[config.mk]
export PLATFORM = sky130hd
export DESIGN_NAME = sm_result_fifo
export DESIGN_NICKNAME = d
export VERILOG_FILES = /design/src/rtl/sm_result_fifo.sv
export SDC_FILE = /design/constraint.sdc
export NUM_CORES = 1
export LEC_CHECK = 0
export BUFFER_PORTS_ARGS = -buffer_cell sky130_fd_sc_hd__buf_2
export CAP_MARGIN = 5
export CORE_MARGIN = 2
export CORE_UTILIZATION = 55
export DETAILED_ROUTE_END_ITERATION = 16
export PLACE_DENSITY = 0.77
export SLEW_MARGIN = 40
export SYNTH_ARGS = -nofsm -noshare
export SYNTH_HDL_FRONTEND = slang
export SYNTH_SLANG_ARGS = --single-unit
[constraint.sdc]
create_clock -name clk -period 5.8 [get_ports clk]
set_input_delay 1.16 -clock clk [delete_from_list [all_inputs] [get_ports clk]]
set_output_delay 1.16 -clock clk [all_outputs]
set_load 0.005 [all_outputs]
[src/rtl/sm_result_fifo.sv]
// Result FIFO behind the state-machine accumulator, with a valid/ready drain and sticky overflow.
// Optional o_max port and register are enabled with `define SM_RESULT_FIFO_MAX_EN.
module sm_result_fifo #(
    parameter int DW    = 7,
    parameter int DEPTH = 4,
    parameter int CW    = $clog2(DEPTH + 1)
) (
    input  logic          clk,
    input  logic          rst,
    input  logic          i_dval,
    input  logic [DW-1:0] i,
    output logic          o_valid,
    input  logic          o_ready,
    output logic [DW-1:0] o,
    output logic [CW-1:0] o_count,
    output logic          overflow
`ifdef SM_RESULT_FIFO_MAX_EN
    ,
    output logic [DW-1:0] o_max
`endif
);

    localparam int AW = $clog2(DEPTH);

    logic [DW-1:0] mem [DEPTH];
    logic [AW-1:0] wp;
    logic [AW-1:0] rp;
    logic [CW-1:0] cnt;
    logic          full;
    logic          empty;
    logic          pop;
    logic          acc;

    assign full  = (cnt == CW'(DEPTH));
    assign empty = (cnt == '0);
    assign pop   = !empty && o_ready;
    // A full FIFO still takes a push when the head leaves in the same cycle.
    assign acc   = i_dval && (!full || pop);

    assign o_valid = !empty;
    assign o       = mem[rp];
    assign o_count = cnt;

    always_ff @(posedge clk) begin
        if (rst && acc) begin
            mem[wp] <= i;
        end
    end

    always_ff @(posedge clk) begin
        if (!rst) begin
            wp       <= '0;
            rp       <= '0;
            cnt      <= '0;
            overflow <= 1'b0;
        end else begin
            if (acc) begin
                wp <= wp + AW'(1);
            end
            if (pop) begin
                rp <= rp + AW'(1);
            end
            if (acc && !pop) begin
                cnt <= cnt + CW'(1);
            end else if (pop && !acc) begin
                cnt <= cnt - CW'(1);
            end
            if (i_dval && !acc) begin
                overflow <= 1'b1;
            end
        end
    end

`ifdef SM_RESULT_FIFO_MAX_EN
    always_ff @(posedge clk) begin
        if (!rst) begin
            o_max <= '0;
        end else if (acc && (i > o_max)) begin
            o_max <= i;
        end
    end
`endif

endmodule

==> flow_summary.yaml <==
synth:
  yosys-top-cells-area: "edfxtp_1 (55%), dfxtp_1 (13%), mux4_2 (10%), ha_1 (4.1%), mux2i_1 (2.0%)"
  synth_ff_type: "edfxtp_1"
  yosys.area.top_type: "edfxtp_1"
  ys_warn_count: 0
  synth_mux_area_share_pct: 12.3
  yosys-top-cells-count: "edfxtp_1 (28), dfxtp_1 (10), mux4_2 (7)"
  synth_fa_ha_area_share_pct: 5.39
  synth_edf_count: 28
  synth_top_family_by_area: "multiplexers"
  synth_seq_cells: 38
  yosysMostFrequentCell: "edfxtp_1"
  netlist-cell-type-count: 24
  yosys.area_share.simple_pct: 7.27
  synth_compound_area_share_pct: 2.53
  synth-xor-area-share_pct: 2.29
  syn_area_per_cell_um2: 17.4
  synthesis.nets: 105
  synth_top_area_share_pct: 54.9
  ys_async_sr_fraction_pct: 0
  syn_inst: 88
  synth.yosys.seq_area_share_pct: 68.0
  syn-cell-area_mm2: 0.00153
drt:
  post_drt_wl_per_cell_um: 15.7
  vias: 787
  drt_iter0_drc: 12
  drc: 0
  drt_pass1_iterations: 4
  via_per_inst: 5.43
  drtAntennaViolNets: 0
  drt_wl_total_um: 2280
placed_design:
  gp_congestion: 0.659
  dp_hpwl_um: 1560
  io_buffers: 22
  dpl_worst_slack_ns: 2.69
power_and_ir_drop:
  power_frac_comb_pct: 23.6
  total_power_mw: 0.702
  pwr-share-clk_pct: 24.4
  p_switching_mw: 0.188
  leakage_nw: 0.651
  ir_drop_mv: 0.234
  power_density_mw_per_mm2: 405
  power.internal_mw: 0.514
  pwr-share-seq_pct: 52.0
  swShare_pct: 26.7
run:
  maxCapViolCount: 0
layout:
  syn_to_final_growth_pct: 13.1
  drive_gt1_share_pct: 32.5
  antenna_cells: 0
  layout.nets: 130
  fillCellCount: 214
  multi_input_area_um2: 455
  register_area_mm2: 0.00104
run_status:
  outcome: "finished clean"
floorplanning:
  rows: 19
  dieArea_mm2: 0.00322
  start_util_pct: 56.5
  die_x_um: 56.8
  io_pins: 23
  core_mm2: 0.00271
  die_h_um: 56.8
global_route:
  grt_max_degree: 16
  grt.overflow.total: 0
  track_usage_pct: 16.7
  antenna_found_initial: 0
  grt_first_pass_wirelength_um: 3770
  first_global_vias: 770
clock_network:
  cts_hold_buf: 0
  ctsResizeCount: 0
  clk_pin_slew_ns: 0.11
  worstSkewPairLatency_ns: 0.33
  cts-buffers-inserted: 5
  htree_levels: 2
  cts.path.max_buffers: 2
  clkSinkCount: 38
  cts_setup_buffers: 0
  cts_tree: "yes"
  cts_root_buffer: "clkbuf_4"
timing:
  finalSetupTns_ns: 0
  setup_viol: 0
  clock.fmax_mhz: 352
  grt_setup_unrepaired: "no"
  hold_viol: 0
  max_slew_margin_pct: 68.3
  setup_ws_ns: 2.96
  hold_ws_ns: 0.513
  drv_slew: 0
  fin_crit_sh_pct: 49.0
  fin_skew_ns: 0.00624
  worst_pin_slew_ns: 0.474
  fin_crit_ns: 2.84
worst_setup_path:
  worstPathCellList: "mux4_2 > buf_2"
  cp.required_ns: 4.64
  cp-end-kind: "output port"
  setup.worst_path.start_class: "register"
  crit_arrival_ns: 1.68
  critical_path_class: "register to output port"
  path_max_fanout: 7
  crit_buf_inv: 1
  cp_top_family: "flip-flops"
  worst_path_max_delay_cell: "dfxtp_1"
  slowest_delay_ns: 0.63
worst_hold_path:
  hp-class: "register to register"
-- worst reg2reg max path, cell delays in order, from the launching register on --
cell	delay, ns
dfxtp_1	0.52
nor4b_2	0.11
nor2b_1	0.40
ha_1	0.28
inv_1	0.07
fa_1	0.37
xor2_1	0.16
or3_1	0.29
a21boi_0	0.15
-- per-layer routing --
layer  vias up  GRT usage [%]  wire length (um)
li1        377              -                 -
met4         0           5.98                33
met2        20           24.4              1080
met1       385           22.4              1050
met5         -              0                 0
met3         5           7.14               117
-- power groups by stage --
stage          Combinational (mW)  Clock, mW  Sequential, mW
2_1_floorplan               0.133          0           0.352
3_3_place_gp                0.163          0           0.371
3_5_place_dp                0.168          0           0.373
4_1_cts                     0.168      0.175           0.367
5_1_grt                     0.184      0.191           0.373
6_report                    0.166      0.171           0.365
-- flip-flops by register name, indices dropped and copies added, names as in the netlist, named ones only --
register,cells
mem,28
rp,2
overflow,1
o_count,3
wp,2
-- metrics by stage --
stage               instances  utilization [%]  instance area [um^2]
finish                    145             63.9                  1730
CTS                       145             63.9                  1730
global route              145             63.9                  1730
global placement          137             61.1                  1660
floorplan                  88                -                  1530
detailed placement        137             61.1                  1660
-- final timing paths --
check | to | start | depth (start not counted) | slack (ns)
setup / recovery | o[1] | register | 2 | 2.96
hold / removal | overflow$_SDFFE_PN0P_ | overflow$_SDFFE_PN0P_ | 2 | 0.51
setup reg to reg | o_count[2]$_SDFFE_PN0P_ | o_count[0]$_SDFFE_PN0P_ | 8 | 3.39
hold reg to reg | overflow$_SDFFE_PN0P_ | overflow$_SDFFE_PN0P_ | 2 | 0.51
-- cell type report --
type / count / area share, %
clock buffers: 7 / 2.60
clock inverters: 1 / 1.73
inverters: 3 / 0.650
multi-input cells: 43 / 26.3
flip-flops and latches: 38 / 60.1
well taps: 31 / 2.24
repair buffers: 22 / 6.36
-- cells by family (layout without fill, tap and decap cells) --
family | Yosys count | count (layout)
AOI/OAI and AO/OA | 5 | 5
adders and majority gates | 6 | 6
DFF | 38 | 38
xor gates and xnor gates | 4 | 4
and+or+nand+nor | 18 | 18
buffers and inverters | 7 | 33
muxes | 10 | 10
-- layout by cell type, fill, tap and decap left out --
| cell | netlist | layout |
|---|---|---|
| mux2i_1 | 3 | 3 |
| clkbuf_4 | 0 | 5 |
| xnor2_1 | 3 | 3 |
| o21ai_0 | 1 | 1 |
| o311ai_1 | 1 | 1 |
| a21boi_0 | 1 | 1 |
| nor4b_2 | 1 | 1 |
| edfxtp_1 | 28 | 28 |
| xor2_1 | 1 | 1 |
| nand2_1 | 4 | 4 |
| clkbuf_1 | 1 | 2 |
| inv_1 | 3 | 3 |
| nor2b_1 | 3 | 3 |
| buf_2 | 1 | 22 |
| a21oi_1 | 1 | 1 |
| fa_1 | 1 | 1 |
| or3_1 | 2 | 2 |
| o31ai_2 | 1 | 1 |
| ha_1 | 5 | 5 |
| bufinv_16 | 0 | 1 |
| and3_1 | 4 | 4 |
| dfxtp_1 | 10 | 10 |
| mux4_2 | 7 | 7 |
| and2_1 | 4 | 4 |
(Power assumes the default switching activity.)
